### src/rtl/reg_cmd_parser_pkg.sv
// Shared definitions for the register command parser.
//   state_t     : FSM state encoding
//   CMD_*       : command bytes accepted in IDLE
//   RESP_*      : fixed response bytes returned to the host
package reg_cmd_parser_pkg;

    typedef enum logic [2:0] {
        IDLE     = 3'd0,
        GET_ADDR = 3'd1,
        GET_DATA = 3'd2,
        REQ      = 3'd3,
        SETTLE   = 3'd4,
        RELEASE  = 3'd5,
        RESP     = 3'd6
    } state_t;

    localparam logic [7:0] CMD_READ  = 8'h52;  // 'R'
    localparam logic [7:0] CMD_WRITE = 8'h57;  // 'W'
    localparam logic [7:0] RESP_OK   = 8'h4B;  // 'K'
    localparam logic [7:0] RESP_ERR  = 8'h45;  // 'E'

endpackage

### src/rtl/reg_cmd_parser_timeout.sv
// cmd_timeout: loadable down-counter with an expiry strobe.
//   clk, nRst : clock, async active-low reset
//   load      : restart the count at CYCLES
//   en        : count while high
//   expired   : high for the cycle in which CYCLES enabled cycles have
//               passed since the last load
module cmd_timeout #(
    parameter int CYCLES = 20
) (
    input  logic clk,
    input  logic nRst,
    input  logic load,
    input  logic en,
    output logic expired
);

    localparam int             W    = $clog2(CYCLES + 1);
    localparam logic [W-1:0]   INIT = W'(CYCLES - 1);

    logic [W-1:0] cnt;

    always_ff @(posedge clk or negedge nRst) begin
        if (!nRst)                  cnt <= '0;
        else if (load)              cnt <= INIT;
        else if (en && cnt != '0)   cnt <= cnt - W'(1);
    end

    // A load in the same cycle wins: a fresh byte always restarts the wait.
    assign expired = en && !load && (cnt == '0);

endmodule

### src/rtl/reg_cmd_parser.sv
// reg_cmd_parser: turns UART bytes 'R' addr / 'W' addr data into a
// request/acknowledge handshake with a register block and sends back one
// response byte (read data, 'K' for write, 'E' for bad address).
//   clk, nRst            : 50 MHz clock, async active-low reset
//   rx_data, rx_valid    : incoming byte and strobe
//   reg_data             : address, then write data, to the register block
//   reg_read, reg_write  : request levels, held until reg_valid
//   reg_rdata, reg_valid : read data and acknowledge level
//   tx_data, tx_start    : response byte and launch strobe
//   tx_busy              : transmitter busy, delays tx_start
//   busy                 : high whenever not in IDLE
// Optional: define CMD_TIMEOUT_EN to abandon a command after
// TIMEOUT_CYCLES cycles without a byte in GET_ADDR/GET_DATA.
module reg_cmd_parser
    import reg_cmd_parser_pkg::*;
#(
    parameter int NUM_REGS       = 15,
    parameter int TIMEOUT_CYCLES = 5000000
) (
    input  logic       clk,
    input  logic       nRst,
    input  logic [7:0] rx_data,
    input  logic       rx_valid,
    output logic [7:0] reg_data,
    output logic       reg_read,
    output logic       reg_write,
    input  logic [7:0] reg_rdata,
    input  logic       reg_valid,
    output logic [7:0] tx_data,
    output logic       tx_start,
    input  logic       tx_busy,
    output logic       busy
);

    localparam logic [7:0] NREG = 8'(NUM_REGS);

    state_t     state, state_nxt;
    logic       is_wr;
    logic [7:0] addr_q, data_q, rdata_q;
    logic       is_cmd, bad_addr, tmo_expired;

    assign is_cmd   = (rx_data == CMD_READ) || (rx_data == CMD_WRITE);
    assign bad_addr = (rx_data >= NREG);

`ifdef CMD_TIMEOUT_EN
    logic tmo_load, tmo_en;
    assign tmo_load = rx_valid && (state == IDLE || state == GET_ADDR || state == GET_DATA);
    assign tmo_en   = (state == GET_ADDR) || (state == GET_DATA);

    cmd_timeout #(.CYCLES(TIMEOUT_CYCLES)) u_timeout (
        .clk     (clk),
        .nRst    (nRst),
        .load    (tmo_load),
        .en      (tmo_en),
        .expired (tmo_expired)
    );
`else
    logic unused_timeout;
    assign unused_timeout = (TIMEOUT_CYCLES != 0);
    assign tmo_expired    = 1'b0;
`endif

    always_ff @(posedge clk or negedge nRst) begin
        if (!nRst) state <= IDLE;
        else       state <= state_nxt;
    end

    always_comb begin
        state_nxt = state;
        reg_read  = 1'b0;
        reg_write = 1'b0;
        tx_start  = 1'b0;
        busy      = (state != IDLE);
        case (state)
            IDLE:     if (rx_valid && is_cmd) state_nxt = GET_ADDR;
            GET_ADDR: begin
                if (rx_valid) begin
                    if (bad_addr)   state_nxt = RESP;
                    else if (is_wr) state_nxt = GET_DATA;
                    else            state_nxt = REQ;
                end else if (tmo_expired) begin
                    state_nxt = IDLE;
                end
            end
            GET_DATA: begin
                if (rx_valid)         state_nxt = REQ;
                else if (tmo_expired) state_nxt = IDLE;
            end
            REQ: begin
                reg_read  = !is_wr;
                reg_write = is_wr;
                if (reg_valid) state_nxt = is_wr ? SETTLE : RELEASE;
            end
            SETTLE: begin
                reg_write = 1'b1;
                state_nxt = RELEASE;
            end
            RELEASE:  if (!reg_valid) state_nxt = RESP;
            RESP: begin
                if (!tx_busy) begin
                    tx_start  = 1'b1;
                    state_nxt = IDLE;
                end
            end
            default:  state_nxt = IDLE;
        endcase
    end

    // Datapath: reg_data and tx_data are registers so they are stable for
    // the whole state that presents them, and hold between transactions.
    always_ff @(posedge clk or negedge nRst) begin
        if (!nRst) begin
            is_wr    <= 1'b0;
            addr_q   <= '0;
            data_q   <= '0;
            rdata_q  <= '0;
            reg_data <= '0;
            tx_data  <= '0;
        end else begin
            case (state)
                IDLE: if (rx_valid && is_cmd) is_wr <= (rx_data == CMD_WRITE);
                GET_ADDR: begin
                    if (rx_valid) begin
                        addr_q <= rx_data;
                        if (bad_addr)   tx_data  <= RESP_ERR;
                        else if (!is_wr) reg_data <= rx_data;
                    end
                end
                GET_DATA: begin
                    if (rx_valid) begin
                        data_q   <= rx_data;
                        reg_data <= addr_q;
                    end
                end
                REQ: begin
                    if (reg_valid) begin
                        if (is_wr) reg_data <= data_q;
                        else       rdata_q  <= reg_rdata;
                    end
                end
                RELEASE: if (!reg_valid) tx_data <= is_wr ? RESP_OK : rdata_q;
                default: ;
            endcase
        end
    end

endmodule
### config.mk
export PLATFORM = sky130hd
export DESIGN_NAME = reg_cmd_parser
export DESIGN_NICKNAME = d
export VERILOG_FILES = /design/src/rtl/reg_cmd_parser_pkg.sv /design/src/rtl/reg_cmd_parser_timeout.sv /design/src/rtl/reg_cmd_parser.sv
export SDC_FILE = /design/constraint.sdc
export NUM_CORES = 1
export LEC_CHECK = 0
export BUFFER_PORTS_ARGS = -buffer_cell sky130_fd_sc_hd__buf_2
export CAP_MARGIN = 10
export CORE_MARGIN = 2
export CORE_UTILIZATION = 45
export DETAILED_ROUTE_END_ITERATION = 8
export GPL_TIMING_DRIVEN = 0
export PLACE_DENSITY = 0.77
export SLEW_MARGIN = 20
export SYNTH_ARGS = -nofsm -noshare
export SYNTH_HDL_FRONTEND = slang
export SYNTH_HIERARCHICAL = 1
export SYNTH_SLANG_ARGS = --single-unit
### constraint.sdc
create_clock -name clk -period 3.6 [get_ports clk]
set_clock_uncertainty 0.05 [all_clocks]
set_input_delay 0.72 -clock clk [delete_from_list [all_inputs] [get_ports clk]]
set_output_delay 0.72 -clock clk [all_outputs]
set_load 0.005 [all_outputs]
Word-level counts from Yosys, hierarchy flattened

Cells that the tools add are included.

Register bits after elaboration: 44
Input port bits: 21
Output and inout bits: 20
Logic and storage cells: 67

Order comparisons: 1
Equal/unequal tests: 18
Mux-type cells: 26
Bitwise logic cells: 1
Reductions and logical operators: 14

Operators with widths:

| operator             | number |
|---|---|
| $mux W8              | 10 |
| $pmux W8 S3          | 1 |
| $mux W3              | 7 |
| $pmux W3 S7          | 1 |
| $ne A2 B2 Y1 const B | 10 |
| $eq A8 B7 Y1 const B | 2 |
| $pmux W8 S2          | 1 |
| $eq A3 B3 Y1 const B | 3 |
| $ge A8 B4 Y1 const B | 1 |
| $reduce_and A7 Y1    | 1 |
| $eq A3 B2 Y1 const B | 2 |
| $reduce_and A2 Y1    | 3 |
| $reduce_and A6 Y1    | 1 |
| $reduce_bool A3 Y1   | 2 |
| $mux W1              | 5 |
| $reduce_and A4 Y1    | 1 |
| $eq A3 B1 Y1 const B | 1 |
| $logic_not A3 Y1     | 1 |
| $reduce_and A3 Y1    | 1 |
| $pmux W1 S2          | 1 |
| $reduce_bool A2 Y1   | 1 |
| $logic_and A1 B1 Y1  | 1 |
| $logic_not A1 Y1     | 1 |
| $logic_or A1 B1 Y1   | 1 |
| $not A1 Y1           | 1 |

Logic depth before layout (Yosys ltp)

Word-level depth: 5
Mapped depth: 7
Gate-level depth less buffers: 4

Worst setup path before layout

No wires, ideal clock.

Path kind: in2reg
Start: input rx_data[6]
End: register reg_data[2]
Setup time: 125 ps
Arrival: 1908 ps
Path slack: 1517 ps
Cell stages on the path: 5
Buffers on the path: 1
Cell sequence: nor4_1 > nand2_1 > a211o_1 > buf_6 > mux2_4

Cells in the longest elaborated chain, start to end: 3

Ends and longest elaborated chain:

| item                        | line                  | RTL |
|---|---|---|
| start, declared             | reg_cmd_parser.sv:22  | `input logic [7:0] rx_data,` |
| $ge A8 B4 Y1                | reg_cmd_parser.sv:43  | `assign bad_addr = (rx_data >= NREG);` |
| $ne A2 B2 Y1 (no line)      | --                    |  |
| $reduce_and A7 Y1 (no line) | --                    |  |
| end signal, assigned        | reg_cmd_parser.sv:126 | `else if (!is_wr) reg_data <= rx_data;` |
| end signal, assigned        | reg_cmd_parser.sv:132 | `reg_data <= addr_q;` |
| end signal, assigned        | reg_cmd_parser.sv:137 | `if (is_wr) reg_data <= data_q;` |
| end, declared               | reg_cmd_parser.sv:24  | `output logic [7:0] reg_data,` |

No other way between the ends.
A chain may end at the register's enable or synchronous reset.

Worst setup path after layout

Start: register state[2]
End: output tx_start

Cells in the longest elaborated chain, start to end: 2

Ends and longest elaborated chain:

| item                   | line                 | RTL |
|---|---|---|
| start, declared        | reg_cmd_parser.sv:37 | `state_t state, state_nxt;` |
| start signal, assigned | reg_cmd_parser.sv:65 | `else state <= state_nxt;` |
| $eq A3 B3 Y1           | reg_cmd_parser.sv:74 | `case (state)` |
| $mux W1                | reg_cmd_parser.sv:74 |  |
| end, declared          | reg_cmd_parser.sv:30 | `output logic tx_start,` |

No other way between the ends.

==> impl_summary.txt <==
----------------------------------------------------
[Route]
  Via count ... 1645
  Post-detailed-route count of antenna-violating nets ... 0
  Starting DRT DRC Count ... 113
  Drt via density ... 5.256
  Detail Route met3 WL ... 219 um
  DRC violations left ... 0
  Wirelength, routed ... 4587 um
  Met2 routed wirelength ... 2211 um
  TritonRoute pass-1 iters ... 4
  Routed WL per cell ... 14.65 um
  Highest metal used ... met4
  Wire length on met1 ... 2109 um

[STA]
  Setup-violating endpoint count in the final report ... 0
  Final min period ... 2552 ps
  Maximum operating frequency ... 391.9 MHz
  Worst slew margin ... 0.5013
  Measured slew at the worst slew-check pin ... 744.9 ps
  Final Slew Violations ... 0
  Least setup slack across all paths after layout ... 1048 ps
  Setup TNS ... 0 ps
  Count of final hold-check violations ... 0
  Period Utilization, post-route ... 0.7089
  Setup repair after global routing missed its margin ... false

[Pwr]
  Peak ir drop on the vdd network ... 0.3066 mV
  Power density over cell area ... 734.1 nW/um^2
  Leakage dissipation ... 0.001277 uW

[Placed design]
  Final estimated routing congestion in global placement ... 0.8535
  Count of buffers inserted at the top-level ports ... 40
  Detailed Place HPWL ... 3232 um
  Worst slack at placement ... 1203 ps

[Clocking]
  TritonCTS clock tree ... built
  Clock slew at reported path FFs ... 80 ps
  Clock Latency Late Sink ... 290 ps
  Clock buffer count from CTS ... 5
  Clock tree root buffer cell ... sky130_fd_sc_hd__clkbuf_8
  H-Tree Level Count ... 2
  Worst-case clock buffer depth ... 2
  TritonCTS Sinks ... 44
  Number of gates resized after cts ... 0
  Cts hold-fix bufs ... 0
  Setup bufs post-CTS ... 0

[Critical path]
  Classification of the worst setup path ... register to primary output
  Number of cells traversed by the worst register-to-register path ... 4
  Type of element launching the critical path ... register
  Required time at the endpoint of the critical path ... 2830 ps
  Worst EP arrival ... 1780 ps
  Worst-path fanout max ... 10
  CP Capture Type ... primary output

[Synth]
  Instance count of the mapped netlist ... 198
  Post-Synth Simple-Gate Area ... 0.1195
  Number of distinct library cell variants in the gate-level netlist after synthesis ... 43
  Multiplexer fraction of the synthesized cell area ... 0.2390
  Sequential area share after synthesis ... 0.4961
  Post-synthesis share of cell area spent on xor and xnor gates ... 0.003946
  Synthesized netlist net count ... 219
  Most common flop cell mapped by yosys ... sky130_fd_sc_hd__dfrtp_1
  Number of warnings issued by yosys ... 6
  Total standard cell area after synthesis ... 2220 sq um
  Ys async rst share ... 1.000
  Synth Area in Compound Gates ... 0.09019
  Mean instance size in the synthesized netlist ... 11.21 sq um
  Share of synthesized cell area in full adder, half adder and majority cells ... 0
  Combinational family with the most area after synthesis ... multiplexers
  #FFs+latches synth ... 44
  EDFF count, synth ... 0

[Die]
  Die Height ... 74.23 um
  Ports placed on the boundary ... 41
  Core region area ... 4755 sq um
  Width of the die ... 74.23 um
  Initial standard-cell utilization of the core ... 0.4668
  DIE AREA ... 5510 sq um
  Cell row count ... 25

[Global routing]
  Vias in the first global route ... 1627
  Number of antenna violations at the first check in global routing ... 0
  Global-route wire length before repair ... 7610 um
  Pin count of the biggest net entering global routing ... 45
  Congestion Overflow GR ... 0
  Overall track demand over capacity in global routing ... 0.1828

[Final layout]
  Layout net count ... 266
  Count of antenna diodes in the layout ... 0
  Share of cells above drive strength 1 ... 0.3374
  Leading cell type in the layout, fill and taps excluded ... sky130_fd_sc_hd__dfrtp_1
  Most frequent cells in the layout ... sky130_fd_sc_hd__dfrtp_1 (44), sky130_fd_sc_hd__buf_2 (43), sky130_fd_sc_hd__mux2_2 (24)
  Area grow syn2layout ... 16.97%

[Run]
  Number of max-cap violations ... 0

[Status]
  Outcome ... completed

[Worst hold path]
  Min-Delay Path Class ... input pin to asynchronous set/reset pin

----------------------------------------------------
[Yosys cell counts, types with 2 or more instances]
library cell               count  share of area
sky130_fd_sc_hd__nand2_1      10          0.017
sky130_fd_sc_hd__or3_1         2         0.0056
sky130_fd_sc_hd__mux2_2       24           0.12
sky130_fd_sc_hd__clkbuf_1      4         0.0068
sky130_fd_sc_hd__nand3b_1      2         0.0068
sky130_fd_sc_hd__o21ai_0       6          0.014
sky130_fd_sc_hd__a21oi_1      10          0.023
sky130_fd_sc_hd__mux2i_1      20          0.090
sky130_fd_sc_hd__nor2_1       18          0.030
sky130_fd_sc_hd__inv_1        16          0.027
sky130_fd_sc_hd__mux2_1        4          0.020
sky130_fd_sc_hd__nor3b_1       2         0.0068
sky130_fd_sc_hd__o21ai_1       2         0.0045
sky130_fd_sc_hd__buf_2         4         0.0090
sky130_fd_sc_hd__dfrtp_1      44           0.50
sky130_fd_sc_hd__nand4_1       3         0.0085
[registers in the layout, summed over array words and instances, names as in the netlist]
| name | flops |
|---|---|
| data_q | 8 |
| rdata_q | 8 |
| state | 3 |
| addr_q | 8 |
| tx_data | 8 |
| is_wr | 1 |
| reg_data | 8 |
[cells by family after synthesis]
family / count (synthesis)
muxes: 49
AOI/OAI and AO/OA: 30
xor gates and xnor gates: 1
DFF: 44
buffers and inverters: 27
and+or+nand+nor: 47
[metal layers]
layer | up-vias | GRT usage
li1 | 782 | -
met1 | 817 | 0.2456
met2 | 40 | 0.2857
met3 | 6 | 0.04065
met4 | 0 | 0.08135
met5 | - | 0
[path summary, 6_finish.rpt]
kind                                             start                 endpoint  slack (ps)
worst min-delay path                              nRst  reg_data[7]$_DFFE_PN0P_         360
worst max register to register    state[2]$_DFFE_PN0P_   tx_data[6]$_DFFE_PN0P_        1510
min in group clk                tx_data[3]$_DFFE_PN0P_   tx_data[3]$_DFFE_PN0P_         450
worst min register to register  tx_data[3]$_DFFE_PN0P_   tx_data[3]$_DFFE_PN0P_         450
max in group asynchronous                         nRst   tx_data[7]$_DFFE_PN0P_        2740
worst max-delay path              state[2]$_DFFE_PN0P_                 tx_start        1050
[stage by stage]
step	total power, uW	utilization	hold WS, ps	area, sq um	cells
2_1_floorplan	1362	-	374.4	2220	198
3_3_place_gp	1568	0.5266	422.4	2504	305
3_5_place_dp	1601	0.5266	430.3	2504	305
4_1_cts	1916	0.5455	448.4	2594	313
5_1_grt	2047	0.5461	406.5	2596	313
6_report	1906	0.5461	359.4	2596	313
[critical path: stages (launching register included)]
cell	delay, ps
sky130_fd_sc_hd__dfrtp_1	320
sky130_fd_sc_hd__clkbuf_1	330
sky130_fd_sc_hd__buf_1	380
sky130_fd_sc_hd__nand2_1	120
sky130_fd_sc_hd__nor3b_1	190
sky130_fd_sc_hd__buf_2	140
[report_power, final]
group,internal [uW],total (uW),leakage (uW),switching (uW)
sequential,669,762,0.000540,92.5
combinational,409,829,0.000692,420
clock,157,315,0.0000455,159
total,1230,1910,0.00128,671
[layout make-up]
cell class	instances	area (sq um)
Fill cell	433	2158
Sequential cell	44	1101
Multi-Input combinational cell	127	1005
Timing Repair Buffer	40	202.7
Clock buffer	8	90.09
Tap cell	67	83.83
Inverter	17	63.81
Buffer	10	50.05
(Power assumes the default switching activity.)
